--- config.mk ---
export PLATFORM = sky130hd
export DESIGN_NAME = pingpong_buffer
export DESIGN_NICKNAME = d
export VERILOG_FILES = /design/src/rtl/systolic_pkg.sv /design/src/rtl/pingpong_bank.sv /design/src/rtl/pingpong_buffer.sv
export SDC_FILE = /design/constraint.sdc
export NUM_CORES = 1
export LEC_CHECK = 0
export ABC_CLOCK_PERIOD_IN_PS = 22400
export BUFFER_PORTS_ARGS = -buffer_cell sky130_fd_sc_hd__buf_2
export CELL_PAD_IN_SITES_DETAIL_PLACEMENT = 1
export CELL_PAD_IN_SITES_GLOBAL_PLACEMENT = 1
export CORE_MARGIN = 5
export CORE_UTILIZATION = 35
export CTS_CLUSTER_DIAMETER = 60
export CTS_CLUSTER_SIZE = 25
export DETAILED_ROUTE_END_ITERATION = 10
export PLACE_DENSITY_LB_ADDON = 0.1
export REMOVE_ABC_BUFFERS = 1
export SYNTH_ARGS = -nofsm -noshare
export SYNTH_HDL_FRONTEND = slang
export SYNTH_SLANG_ARGS = --single-unit
export TNS_END_PERCENT = 10
--- constraint.sdc ---
create_clock -name clk -period 22.4 [get_ports clk]
set_input_delay 3.36 -clock clk [delete_from_list [all_inputs] [get_ports clk]]
set_output_delay 3.36 -clock clk [all_outputs]
set_load 0.01 [all_outputs]
--- src/rtl/systolic_pkg.sv ---
// Shared constants and helpers for the systolic-array operand path.
// Latency: n/a (package only).
// Backpressure: n/a (package only).
//
// Contents:
//   DEFAULT_LENGTH      default elements per vector (array edge)
//   DEFAULT_DATA_WIDTH  default bits per element
//   VEC_W               default vector width, DEFAULT_LENGTH*DEFAULT_DATA_WIDTH
//   clog2()             pointer width for a given depth, never less than 1
package systolic_pkg;

  localparam int DEFAULT_LENGTH     = 4;
  localparam int DEFAULT_DATA_WIDTH = 16;
  localparam int VEC_W              = DEFAULT_LENGTH * DEFAULT_DATA_WIDTH;

  // Address width needed to index 'value' entries. A depth of 1 still gets
  // a one-bit pointer so port widths never collapse to zero.
  function automatic int clog2(input int value);
    int r;
    r = 0;
    for (int v = value - 1; v > 0; v = v >> 1) begin
      r = r + 1;
    end
    if (r < 1) begin
      r = 1;
    end
    return r;
  endfunction

endpackage

--- src/rtl/pingpong_bank.sv ---
// One bank of the ping-pong store: DEPTH x WIDTH register file.
// Latency: write lands on the next clock edge; read is combinational by address.
// Backpressure: none; the caller owns all flow control.
//
// Ports:
//   clk, rst   rising-edge clock, asynchronous active-high reset (clears storage)
//   wr_en      write strobe for wr_addr/wr_data
//   wr_addr    write address
//   wr_data    write word
//   rd_addr    read address
//   rd_data    word stored at rd_addr
module pingpong_bank
  import systolic_pkg::*;
#(
  parameter int DEPTH = 4,
  parameter int WIDTH = VEC_W
) (
  input  logic                      clk,
  input  logic                      rst,
  input  logic                      wr_en,
  input  logic [clog2(DEPTH)-1:0]   wr_addr,
  input  logic [WIDTH-1:0]          wr_data,
  input  logic [clog2(DEPTH)-1:0]   rd_addr,
  output logic [WIDTH-1:0]          rd_data
);

  logic [WIDTH-1:0] mem [DEPTH];

  always_ff @(posedge clk or posedge rst) begin
    if (rst) begin
      for (int i = 0; i < DEPTH; i++) begin
        mem[i] <= '0;
      end
    end else if (wr_en) begin
      mem[wr_addr] <= wr_data;
    end
  end

  assign rd_data = mem[rd_addr];

endmodule

--- src/rtl/pingpong_buffer.sv ---
// Double-buffered vector store: the loader fills one bank while the array drains the other.
// Latency: a bank is readable the cycle after its last write; read data is combinational at rd_ptr.
// Backpressure: in_ready drops while the write bank is still full; out_valid drops while the read bank is empty.
//
// Optional feature macro: PINGPONG_REUSE_EN adds the 'reuse' input. When it is
// high on the final read beat the bank is replayed from word 0 instead of released.
//
// Ports:
//   clk, rst             rising-edge clock, asynchronous active-high reset
//   in_valid/in_ready    loader handshake; in_data is the word being offered
//   out_valid/out_ready  array handshake on bank[flag]
//   out_0, out_1         bank 0 / bank 1 word at the current read pointer
//   flag                 bank currently being drained (mux select downstream)
//   reuse                (PINGPONG_REUSE_EN only) replay the read bank instead of releasing it
module pingpong_buffer
  import systolic_pkg::*;
#(
  parameter int LENGTH     = DEFAULT_LENGTH,
  parameter int DATA_WIDTH = DEFAULT_DATA_WIDTH,
  parameter int DEPTH      = 4
) (
  input  logic                         clk,
  input  logic                         rst,
  input  logic                         in_valid,
  output logic                         in_ready,
  input  logic [LENGTH*DATA_WIDTH-1:0] in_data,
  output logic                         out_valid,
  input  logic                         out_ready,
`ifdef PINGPONG_REUSE_EN
  input  logic                         reuse,
`endif
  output logic [LENGTH*DATA_WIDTH-1:0] out_0,
  output logic [LENGTH*DATA_WIDTH-1:0] out_1,
  output logic                         flag
);

  localparam int W     = LENGTH * DATA_WIDTH;
  localparam int PTR_W = clog2(DEPTH);
  localparam logic [PTR_W-1:0] LAST = PTR_W'(DEPTH - 1);

  logic             wr_bank;
  logic [PTR_W-1:0] wr_ptr;
  logic [PTR_W-1:0] rd_ptr;
  logic [1:0]       full;
  logic [1:0]       full_nxt;

  logic wr_beat;
  logic rd_beat;
  logic wr_done;
  logic rd_last_beat;
  logic hold_bank;
  logic rd_release;

`ifdef PINGPONG_REUSE_EN
  assign hold_bank = reuse;
`else
  assign hold_bank = 1'b0;
`endif

  assign in_ready  = ~full[wr_bank];
  assign out_valid = full[flag];

  assign wr_beat      = in_valid & in_ready;
  assign rd_beat      = out_valid & out_ready;
  assign wr_done      = wr_beat & (wr_ptr == LAST);
  assign rd_last_beat = rd_beat & (rd_ptr == LAST);
  assign rd_release   = rd_last_beat & ~hold_bank;

  // Write completion and read release can land in the same cycle. They never
  // collide: the bank being written is by construction not full, so it cannot
  // be the bank being released.
  always_comb begin
    full_nxt = full;
    if (wr_done) begin
      full_nxt[wr_bank] = 1'b1;
    end
    if (rd_release) begin
      full_nxt[flag] = 1'b0;
    end
  end

  always_ff @(posedge clk or posedge rst) begin
    if (rst) begin
      wr_bank <= 1'b0;
      wr_ptr  <= '0;
      rd_ptr  <= '0;
      full    <= 2'b00;
      flag    <= 1'b0;
    end else begin
      if (wr_beat) begin
        if (wr_done) begin
          wr_ptr  <= '0;
          wr_bank <= ~wr_bank;
        end else begin
          wr_ptr <= wr_ptr + 1'b1;
        end
      end
      if (rd_beat) begin
        if (rd_last_beat) begin
          rd_ptr <= '0;
          // A held bank replays from word 0 with flag unchanged.
          if (!hold_bank) begin
            flag <= ~flag;
          end
        end else begin
          rd_ptr <= rd_ptr + 1'b1;
        end
      end
      full <= full_nxt;
    end
  end

  pingpong_bank #(
    .DEPTH (DEPTH),
    .WIDTH (W)
  ) u_bank0 (
    .clk     (clk),
    .rst     (rst),
    .wr_en   (wr_beat & ~wr_bank),
    .wr_addr (wr_ptr),
    .wr_data (in_data),
    .rd_addr (rd_ptr),
    .rd_data (out_0)
  );

  pingpong_bank #(
    .DEPTH (DEPTH),
    .WIDTH (W)
  ) u_bank1 (
    .clk     (clk),
    .rst     (rst),
    .wr_en   (wr_beat & wr_bank),
    .wr_addr (wr_ptr),
    .wr_data (in_data),
    .rd_addr (rd_ptr),
    .rd_data (out_1)
  );

endmodule

## Yosys cells after proc, flatten, opt, wreduce, memory -nomap -nowiden

Cells that the tools add are included.

| word-level totals | value |
|---|---|
| word-level logic and storage cells | 65 |
| bits in latches | 0 |
| flip-flop bits (word level) | 520 |
| output and inout bits | 131 |
| input port bits | 68 |
| memories | 0 |
| memory bits (read-only) | 0 |
| RAM bits | 0 |

| operators by class | value |
|---|---|
| divide/modulo/power cells | 0 |
| shifts and indexed selects | 0 |
| eq/ne operators | 2 |
| magnitude comparators | 7 |
| muxes and demuxes | 22 |
| $add $sub $neg | 2 |
| reductions and logical operators | 5 |
| bitwise logic cells | 14 |
| $mul | 0 |

Operator list:

| kind | count |
|---|---|
| $bwmux 256 | 2 |
| $mux 64 | 5 |
| $bmux 64 s2 | 2 |
| $demux 64 s2 | 1 |
| $mux 2 | 4 |
| $and 1x1->1 | 6 |
| $ge 3x3->1 const B | 2 |
| $mux 1 | 6 |
| $not 2->3 | 2 |
| $add 2x1->2 const B | 2 |
| $eq 2x2->1 const B | 2 |
| $lt 1x2->1 const B | 2 |
| $reduce_and 2->1 | 2 |
| $logic_and 1x1->1 | 3 |
| $lt 3x1->1 const B | 1 |
| $not 1->1 | 3 |
| $and 2x2->2 | 1 |
| $demux 1 s1 | 2 |
| $ge 1x1->1 const B | 2 |
| $not 2->2 | 1 |
| $or 2x2->2 | 1 |

## Depth between registers and ports, before layout

Gate-level depths: netlist of run 1.

| depth | value |
|---|---|
| word-level depth | 8 |
| gate-level depth with buffers | 6 |
| depth with buffers taken out | 4 |

## Modules after synthesis

From an unflattened synthesis of run 1, not the netlist that was laid out.

| unflattened totals | value |
|---|---|
| cells, all modules | 1,278 |
| area, all modules | 23,555.1 um^2 |

By module, submodules not included:

| module | times used | sequential area each (um^2) | area each (um^2) | cells each |
|---|---|---|---|---|
| pingpong_bank | 2 | 6,406.1 | 11,582.4 | 622 |
| pingpong_buffer | 1 | 200.2 | 390.4 | 34 |

## Worst setup path before layout of run 1

Ideal clock, no wire load.

| timing | value |
|---|---|
| path kind | register to output |
| start | reg rd_ptr[1] |
| end | out out_1[15] |
| slack | 17,575 ps |
| data arrival time | 1,465 ps |
| required time | 19,040 ps |
| path buffers | 2 |
| stages on the path, launching flop included | 4 |
| path through | dfrtp_1 -> buf_2 -> buf_2 -> mux4_2 |

| on the way | value |
|---|---|
| cells in the longest elaborated chain, start to end | 4 |

RTL lines:

| what | RTL line | RTL |
|---|---|---|
| start: declaration | pingpong_buffer.sv:43 | `logic [PTR_W-1:0] rd_ptr;` |
| start signal: assignment | pingpong_buffer.sv:106 | `rd_ptr <= rd_ptr + 1'b1;` |
| $not 2->3 (implied by the code) | pingpong_bank.sv:39 | `assign rd_data = mem[rd_addr];` |
| $bmux 64 s2 | pingpong_bank.sv:39 |  |
| $mux 64 (implied by the code) (2 in a row) | pingpong_bank.sv:39 |  |
| end: declaration | pingpong_buffer.sv:33 | `output logic [LENGTH*DATA_WIDTH-1:0] out_1,` |

No other way between the ends. The select of a mux whose other input is x is not followed.

## Worst setup path in the final report of run 1

| timing | value |
|---|---|
| start | reg rd_ptr[0] |
| end | out out_0[14] |

| on the way | value |
|---|---|
| cells in the longest elaborated chain, start to end | 4 |

RTL lines:

| what | RTL line | RTL |
|---|---|---|
| $not 2->3 (implied by the code) | pingpong_bank.sv:39 |  |
| $bmux 64 s2 | pingpong_bank.sv:39 |  |
| $mux 64 (implied by the code) (2 in a row) | pingpong_bank.sv:39 |  |
| end: declaration | pingpong_buffer.sv:32 | `output logic [LENGTH*DATA_WIDTH-1:0] out_0,` |

No other way between the ends. The select of a mux whose other input is x is not followed.

==> results.md, run 1 <==
Global routing:
- For this run, the total global-route usage over all layers was measured as 0.161.
- The via count of the first global-routing pass is 13.6k.
- The initial antenna violation count is 6.
- The first global-routing pass estimated 88100 um of wire.
- Entering global routing, the biggest net connects 117 pins.
- After global routing the overflow that remains totals 0.

Setup path:
- The most frequent cell on the critical path is sky130_fd_sc_hd__buf_4.
- Data on the critical path arrives at its endpoint at 3.67 ns.
- Walking the worst path, the cells encountered are buf_4, buf_4, mux4_2, buf_2.
- The required arrival time at the worst endpoint is 19.04 ns.
- By startpoint and endpoint, the worst setup path is classified as flop to output pin.
- The worst flop-to-flop path startpoint is wr_bank.
- The largest incremental delay on the critical path is 0.82 ns.
- The timing startpoint of the critical path is rd_ptr[0].
- The type of origin of the critical path is a flop.
- The largest fanout on the critical path is 39.
- The endpoint kind of the worst setup timing path is an output pin.
- The cell at the slowest stage of the critical path is sky130_fd_sc_hd__dfrtp_4.

Floorplan:
- The overall die area is 0.0699 mm^2.
- The number of I/O pins is 199.
- The initialized floorplan defines 93 standard-cell rows.
- For this configuration, the core starts out at a cell density of 0.352.
- After floorplanning, the core was sized to cover 0.0643 mm^2.
- The vertical die dimension is 264 um.
- The die is 264 um wide.

Power and ir drop:
- IR analysis of the VDD net gives a maximum drop of 81.8 uV.
- The reported leakage power is 11.5 nW.
- The share of total power dissipated in the clock network is 0.213.
- The switching power summed over all nets is 1.37 mW.
- The design internal power is 2.82 mW.
- The switching share of power is 0.327.
- The ratio of total power to cell area is 161 mW/mm^2.
- Summing internal, switching and leakage power gives 4.20 mW.
- Of the total power, registers draw 0.398.
- The share of total power dissipated in combinational logic is 0.389.

Layout:
- Fill cells in the final layout number 6342.
- Registers take 0.0130 mm^2.
- Of the cells placed in the final design, the portion with a size suffix greater than 1 is 0.639.
- The area added between synthesis and finish is 15.2%.
- Leaving out fill and tap cells, the most frequent cells in the layout are sky130_fd_sc_hd__dfrtp_1, sky130_fd_sc_hd__mux2_2, sky130_fd_sc_hd__buf_2.
- The most common cell after layout, fill and taps aside is sky130_fd_sc_hd__dfrtp_1.
- The number of nets in the layout is 1537.
- Leaving out filler cells and counting taps, the final layout contains 2359.
- In the final layout, the multi-input gates occupy 0.00913 mm^2.

Run:
- The tool flagged a number of max-cap violations equal to 0.

Timing:
- The number of setup violations in the final report is 0.
- The transition time at the pin with the least slew margin is 0.988 ns.
- The worst path in the final design needs a cycle of 7.03 ns, including I/O delays and setup.
- In the post-route analysis, the smallest setup slack over all paths is 15.37 ns.
- Timing would allow up to 0.142 GHz.
- Setup repair after global routing left no endpoint under its margin.
- Of the available clock period, the critical path in the final layout requires 0.314.
- The final count of pins violating max slew is 0.
- For the final database, setup skew stands at 0.0205 ns.
- The number of endpoints with negative hold slack in the final report is 0.
- Adding up every negative setup slack in the final design gives 0 ns.
- The worst pin sits at a relative slew slack of 0.341.

Route:
- The DRC violation total after the first TritonRoute iteration is 393.
- The number of nets still failing antenna checks after routing is 0.
- The first-pass iteration count of the detailed router is 4.
- The total via count after detailed routing is 12.1k.
- After detailed routing, the number of vias per cell comes to 5.13.
- After detailed routing, the total wire length is 56200 um.
- After detailed routing, the number of remaining DRC violations is 0.
- In the final routed layout, each cell accounts on average for 23.8 um.

Run status:
- The flow ran to the end, and the final reports show no timing, DRC or antenna violations.

Placed design:
- The post-placement setup slack is 15.43 ns.
- The final weighted congestion in routability-driven placement is 0.690.
- The instance count after placement with tap cells included is 2270.
- Buffers placed on the I/O ports in this run total 198.
- Detailed placement finished with a half-perimeter wire length of 32800 um.

Clock network:
- In this run, post-CTS repair resized a total of 0 instances.
- The root buffer selected by CTS is sky130_fd_sc_hd__clkbuf_16.
- Clock latency on the worst-skew pair, taken at its later pin, is 0.60 ns.
- Clock-pin slew was measured on the worst setup and hold paths at 0.08 ns.
- TritonCTS created 47 clock buffers.
- The number of hold buffers added after cts is 0.
- The number of buffers added for setup after CTS is 0.
- TritonCTS built the clock tree.
- CTS saw 520 sinks.
- The H-tree was split into 2 levels.
- The clock passes through at most 3 buffers.

Synth:
- A synthesized cell averages 17.7 um^2.
- The sequential element share of the synthesized area is 0.574.
- During synthesis, Yosys emitted a total of 0 warnings.
- Synthesis instantiated 24 different standard cells from the library.
- The number of synthesized register bits is 520.
- Synthesis handed over a netlist of 1280 instances.
- The mapped netlist covers 0.0227 mm^2.

Hold path:
- The startpoint identified for the worst hold timing path is u_bank1.mem[170].
- The class of the tightest hold or removal check is flop to flop.
## synthesized netlist by cell type
master	n	area (um^2)
sky130_fd_sc_hd__mux2_2	466	5250
sky130_fd_sc_hd__mux2_1	2	22.5
sky130_fd_sc_hd__clkbuf_1	1	3.75
sky130_fd_sc_hd__nor2_1	3	11.3
sky130_fd_sc_hd__a21oi_1	1	5.00
sky130_fd_sc_hd__a31oi_1	1	6.26
sky130_fd_sc_hd__buf_4	38	285
sky130_fd_sc_hd__mux2i_1	1	10.0
sky130_fd_sc_hd__nand2_1	4	15.0
sky130_fd_sc_hd__and3_1	4	25.0
sky130_fd_sc_hd__dfrtp_1	520	13000
sky130_fd_sc_hd__o21ai_0	1	5.00
sky130_fd_sc_hd__a41oi_1	2	17.5
sky130_fd_sc_hd__nand2_2	2	12.5
sky130_fd_sc_hd__a21o_1	1	7.51
sky130_fd_sc_hd__mux2_4	49	736
sky130_fd_sc_hd__nand4b_1	1	8.76
sky130_fd_sc_hd__and3b_1	1	8.76
sky130_fd_sc_hd__nand2b_1	1	6.26
sky130_fd_sc_hd__inv_1	3	11.3
sky130_fd_sc_hd__ha_1	5	62.6
sky130_fd_sc_hd__mux4_2	128	2880
sky130_fd_sc_hd__buf_2	39	195
sky130_fd_sc_hd__buf_6	6	67.6
## power groups by stage
stage	clock network, mW	registers (mW)	logic, mW
6_report	0.893	1.67	1.63
2_1_floorplan	0	1.65	1.18
5_1_grt	0.971	1.73	1.77
3_3_place_gp	0	1.68	1.65
4_1_cts	0.933	1.68	1.69
3_5_place_dp	0	1.69	1.68
## worst max-delay path, delay by kind of cell, from the launching register on
family                 cells  cell delay [ns]
flip-flops                 1             0.82
multiplexers               1             0.60
buffers and inverters      3             1.55
## per-layer routing
metal	vias to the layer above	part of all wire	track usage
li1	5189	-	-
met1	6666	0.45	0.221
met2	162	0.49	0.266
met3	64	0.047	0.0386
met4	12	0.016	0.0297
met5	-	0.0013	0
## metrics by stage
stage          cell area (um^2)  hold WS (ns)  utilization
6_report                  26100         0.502        0.406
5_1_grt                   26100         0.514        0.406
4_1_cts                   26100         0.502        0.406
3_5_place_dp              24400         0.484        0.379
3_3_place_gp              24400         0.473        0.379
2_1_floorplan             22100         0.459            -
## kinds of logic (layout without fill, tap and decap cells)
| logic type | count (synthesis) | in the layout | synth area share |
|---|---|---|---|
| muxes | 646 | 646 | 0.393 |
| DFF | 520 | 520 | 0.574 |
| buffers and inverters | 87 | 310 | 0.0248 |
| and+or+nand+nor | 16 | 16 | 0.00386 |
| AOI/OAI and AO/OA | 6 | 6 | 0.00182 |
| adders and majority gates | 5 | 5 | 0.00276 |
| other | 0 | 1 | 0 |
## worst paths after layout
| path | to | slack (ns) | cells after the start |
|---|---|---|---|
| worst min-delay path | u_bank1.mem[170] | 0.50 | 1 |
| worst min register to register | u_bank1.mem[170] | 0.50 | 1 |
| worst max-delay path | out_0[14] | 15.37 | 4 |
| worst max register to register | u_bank1.mem[59] | 19.71 | 4 |
| min in group asynchronous | u_bank1.mem[35] | 2.93 | 2 |
| max in group asynchronous | u_bank0.mem[103] | 16.26 | 5 |
## state kept, by name (all words and copies together), names as in the netlist
signal	count
flag	1
full	2
rd_ptr	2
u_bank0.mem	256
u_bank1.mem	256
wr_bank	1
wr_ptr	2
## cell type report
cell class / count / share of cell area
Clock inverter: 37 / 0.0189
Timing Repair Buffer: 219 / 0.0440
Clock buffer: 51 / 0.0471
Sequential cell: 520 / 0.499
Multi-Input combinational cell: 673 / 0.350
Tap cell: 855 / 0.0410
Antenna cell: 1 / 0.0000958
Inverter: 3 / 0.000719
Note: power is estimated with default switching activity, not from simulation.
==> run 2, diff against run 1 <==
--- a/config.mk
+++ b/config.mk
@@ -5,7 +5,8 @@
 export SDC_FILE = /design/constraint.sdc
 export NUM_CORES = 1
 export LEC_CHECK = 0
-export ABC_CLOCK_PERIOD_IN_PS = 22400
+export ABC_AREA = 1
+export ABC_CLOCK_PERIOD_IN_PS = 6700
 export BUFFER_PORTS_ARGS = -buffer_cell sky130_fd_sc_hd__buf_2
 export CELL_PAD_IN_SITES_DETAIL_PLACEMENT = 1
 export CELL_PAD_IN_SITES_GLOBAL_PLACEMENT = 1
==> constraint.sdc (replaced) <==
create_clock -name clk -period 6.7 [get_ports clk]
set_input_delay 1.005 -clock clk [delete_from_list [all_inputs] [get_ports clk]]
set_output_delay 1.005 -clock clk [all_outputs]
set_load 0.01 [all_outputs]
==> results.md, run 2 <==
Run status:
- The flow ran to the end, and the final reports show no timing, DRC or antenna violations.

Placed design:
- The standard cell area after detailed placement is 0.0236 mm^2 (-3.3%).
- The post-DP HPWL came to 38000 um (+16%).
- The final weighted congestion in routability-driven placement was 0.751 (+8.8%).
- The instance count after placement with tap cells included was 3372 (+49%).
- The number of input and output port buffers inserted is 198 (unchanged).

Synth:
- The post-synthesis instance area came to 0.0223 mm^2 (-1.7%).
- The mean instance size in the synthesized netlist is 8.90 um^2 (-50%).
- The share of the synthesized area in the top cell type is 0.584 (+0.00990).
- The post-synthesis adder-cell area fraction is 0.00281 (+0.0000476).
- The number of flops mapped to enable cells by yosys is 0 (unchanged).
- The instance count of the mapped netlist is 2503 (+96%).
- The fraction of the mapped netlist area in compound gates was 0.214 (+0.212).
- The number of unique standard cell types used by synthesis is 21 (-13%).
- The prevailing post-synth register cell is sky130_fd_sc_hd__dfrtp_1.
- By area, the combinational part of the netlist is dominated by compound AO/OA/AOI/OAI gates.
- The number of synthesized register bits came to 520 (unchanged).
- The multiplexer area fraction after synthesis is 0 (-0.393).
- The post-synthesis share of cell area spent on xor and xnor gates came to 0 (unchanged).
- Yosys attributes the largest share of cell area to sky130_fd_sc_hd__dfrtp_1, sky130_fd_sc_hd__o21ai_0, sky130_fd_sc_hd__nand2_1.
- Sorting the synthesized cells by how often they occur yields sky130_fd_sc_hd__o21ai_0, sky130_fd_sc_hd__nand2_1, sky130_fd_sc_hd__dfrtp_1, sky130_fd_sc_hd__nor2_1, sky130_fd_sc_hd__o21ai_1.
- The post-synthesis cell type with the largest combined area is sky130_fd_sc_hd__dfrtp_1.
- The sequential element share of the synthesized area was 0.584 (+0.00990).
- The share of async-settable or async-resettable flops after synthesis is 1.00 (unchanged).
- The synthesized-area fraction occupied by and/or/nand/nor cells is 0.138 (+0.134).
- By instance count, the leading cell after synthesis is sky130_fd_sc_hd__o21ai_0.
- The warning count from the yosys run came to 0 (unchanged).

Timing:
- The worst clock skew is 0.0164 ns (-0.00403 ns).
- The portion of the clock cycle consumed by the worst path in the final layout is 0.705.
- The transition time at the pin with the least slew margin is 1.10 ns (+0.108 ns).
- The worst path in the final design needs a cycle of 4.73 ns, including I/O delays and setup.
- The final count of pins violating max slew is 0 (unchanged).
- The number of endpoints with negative hold slack in the final report is 0 (unchanged).
- The post-route worst hold slack is 0.479 ns (-0.0230 ns).
- The fmax is 0.212 GHz.
- The number of setup violations in the final report was 0 (unchanged).
- Setup repair after global routing left no endpoint under its margin.
- The relative max-transition margin is 0.269 (-0.0719).

Clock network:
- The buffer levels on the longest clock path is 3 (unchanged).
- The CTS tree is yes.
- The number of buffers added for setup after CTS is 0 (unchanged).
- The number of H-tree branching levels is 2 (unchanged).
- The clock-pin slew reported for the worst setup and hold paths after clock tree synthesis is 0.09 ns (about the same).
- The clock latency of the later-clocked register in the worst-skew pair is 0.60 ns (about the same).
- The number of gates resized after CTS is 0 (unchanged).
- The number of hold buffers added after cts is 0 (unchanged).
- The clock sink count is 520 (unchanged).
- The number of CTS-inserted buffers is 49 (+4.3%).
- The root buffer selected by CTS is sky130_fd_sc_hd__clkbuf_16.

Setup path:
- Among all stages on the critical path, the largest delay is contributed by sky130_fd_sc_hd__inv_6.
- In this design, the largest share of critical-path delay is due to buffers and inverters.
- The largest incremental delay on the critical path is 0.83 ns (about the same).
- The setup path with the least slack is of type flop to output pin.
- The required arrival time at the worst endpoint is 5.69 ns (-13.35 ns).
- The largest fanout on the critical path is 140 (+260%).
- The type of origin of the critical path is a flop.
- The critical path arrival came to 3.72 ns (+0.05 ns).
- Traced cell by cell, the critical path runs through inv_6, buf_12, o21ai_0, o22ai_1, buf_2.
- The combined buffer and inverter count along the critical path came to 3 (unchanged).
- The endpoint kind of the worst setup timing path is an output pin.

Global routing:
- The pin count of the biggest net entering global routing is 150 (+28%).
- The via count of the first global-routing pass is 19.0k (+39%).
- The total global routing track utilization came to 0.195 (+0.0340).
- The remaining global-route overflow is 0 (unchanged).
- The wire length of the first global-routing pass was 110000 um (+25%).
- The initial antenna violation count is 1 (-5).

Layout:
- The area used by sequential logic in the layout is 0.0130 mm^2 (unchanged).
- The library cell used most frequently in the layout, excluding fill and tap cells, is sky130_fd_sc_hd__o21ai_0.
- Compared with the post-synthesis result, the final layout area differs by 13.7%.
- The area of the multi-input gates was 0.00800 mm^2 (-12%).
- The final antenna diode count is 0 (-1).
- The final instance count without filler cells is 3464 (+47%).
- The largest registers in the layout are u_bank0.mem: 256 flops, u_bank1.mem: 256 flops.
- The final standard cell area without fillers was 0.0253 mm^2 (-2.9%).
- The top cell types in the final layout, fill and taps aside, are sky130_fd_sc_hd__o21ai_0, sky130_fd_sc_hd__nand2_1, sky130_fd_sc_hd__dfrtp_1.
- The number of nets in the layout came to 2650 (+72%).
- The number of filler cells placed in the layout came to 7424 (+17%).
- The final core utilization is 0.402 (-0.00403).
- The fraction of layout instances using a drive strength above 1 is 0.138 (-0.501).

Route:
- The routed length on met3 came to 2220 um (-16%).
- The DRC violation count after routing is 0 (unchanged).
- The routed wire length on met2 is 32000 um (+16%).
- The wire length on met1 is 32700 um (+30%).
- The total via count after detailed routing is 17.9k (+48%).
- The DRC violation total after the first TritonRoute iteration is 1097 (+180%).
- In this run the top signal layer used is met5.
- The via-per-instance ratio is 5.16 (+0.62%).
- The number of nets still failing antenna checks after routing was 0 (unchanged).
- The average routed wire per standard cell is 19.6 um (-18%).
- The routed wire length came to 67900 um (+21%).
- The first-pass iteration count of the detailed router is 5 (+1).

Power and ir drop:
- The maximum resistive drop on vdd was 257 uV (+210%).
- The ratio of total power to cell area is 534 mW/mm^2 (+230%).
- The reported leakage power is 11.9 nW (+3.1%).

Floorplan:
- The core area was 0.0631 mm^2 (-2.0%).
- The vertical die dimension is 262 um (-0.82%).
- The site row count came to 92 (-1.1%).
- The width of the chip is 262 um (-0.82%).
- The number of I/O pins is 199 (unchanged).
- The starting density of the core is 0.353 (+0.000988).
- The overall die area is 0.0688 mm^2 (-1.6%).

Hold path:
- The tightest min-delay check is of the flop to flop type.

Run:
- The number of max-capacitance violations reported was 0 (unchanged).
==> run 2: worst paths after layout <==
kind	endpoint	cells after the start	slack [ns]	start
setup / recovery	out_1[34]	5	1.97	rd_ptr[0]
max in group asynchronous	u_bank1.mem[207]	3	4.62	rst
hold / removal	u_bank0.mem[162]	2	0.48	u_bank0.mem[162]
setup reg to reg	u_bank1.mem[26]	6	3.84	wr_ptr[0]
min in group asynchronous	u_bank1.mem[231]	2	0.55	rst
hold reg to reg	u_bank0.mem[162]	2	0.48	u_bank0.mem[162]
==> run 2: metal layers <==
| metal | vias up | track usage |
|---|---|---|
| li1 | 8543 | - |
| met1 | 9023 | 0.273 |
| met3 | 70 | 0.0283 |
| met2 | 229 | 0.326 |
| met5 | - | 0 |
| met4 | 2 | 0.0396 |
==> run 2: worst register-to-register path, cell delays in order, from the launching register on <==
cell and delay [ns]:
sky130_fd_sc_hd__dfrtp_1 0.41, sky130_fd_sc_hd__ha_1 0.30, sky130_fd_sc_hd__nand3_4 0.37, sky130_fd_sc_hd__buf_4 0.70
sky130_fd_sc_hd__buf_4 0.73, sky130_fd_sc_hd__nand2_1 0.18, sky130_fd_sc_hd__o21ai_2 0.09
==> run 2: cell families (layout without fill, tap and decap cells) <==
group,after synthesis,in the layout
DFF,520,520
buffers and inverters,274,389
AOI/OAI and AO/OA,898,898
adders and majority gates,5,5
and+or+nand+nor,806,806
==> run 2: power breakdown <==
group,leakage [nW],total [mW],internal [mW],switching [mW]
registers,6.77,5.34,4.50,0.839
clock network,0.858,3.05,1.64,1.40
logic,4.26,5.14,1.87,3.27
total,11.9,13.5,8.02,5.51
==> run 2: layout make-up <==
cell class	instances	share of cell area
sequential	520	0.514
multi-input combinational	1709	0.316
clock buffer	55	0.0521
timing repair buffer	220	0.0471
tap	846	0.0418
clock inverter	37	0.0175
inverter	77	0.0121
==> run 2: through the flow <==
stage | total power, mW | setup slack (ns) | setup TNS (ns)
2_1_floorplan | 8.51 | -8.83 | -4812.76
3_3_place_gp | 10.4 | 2.64 | 0
3_5_place_dp | 10.6 | 2.61 | 0
4_1_cts | 13.8 | 1.94 | 0
5_1_grt | 14.6 | 1.76 | 0
6_report | 13.5 | 1.97 | 0
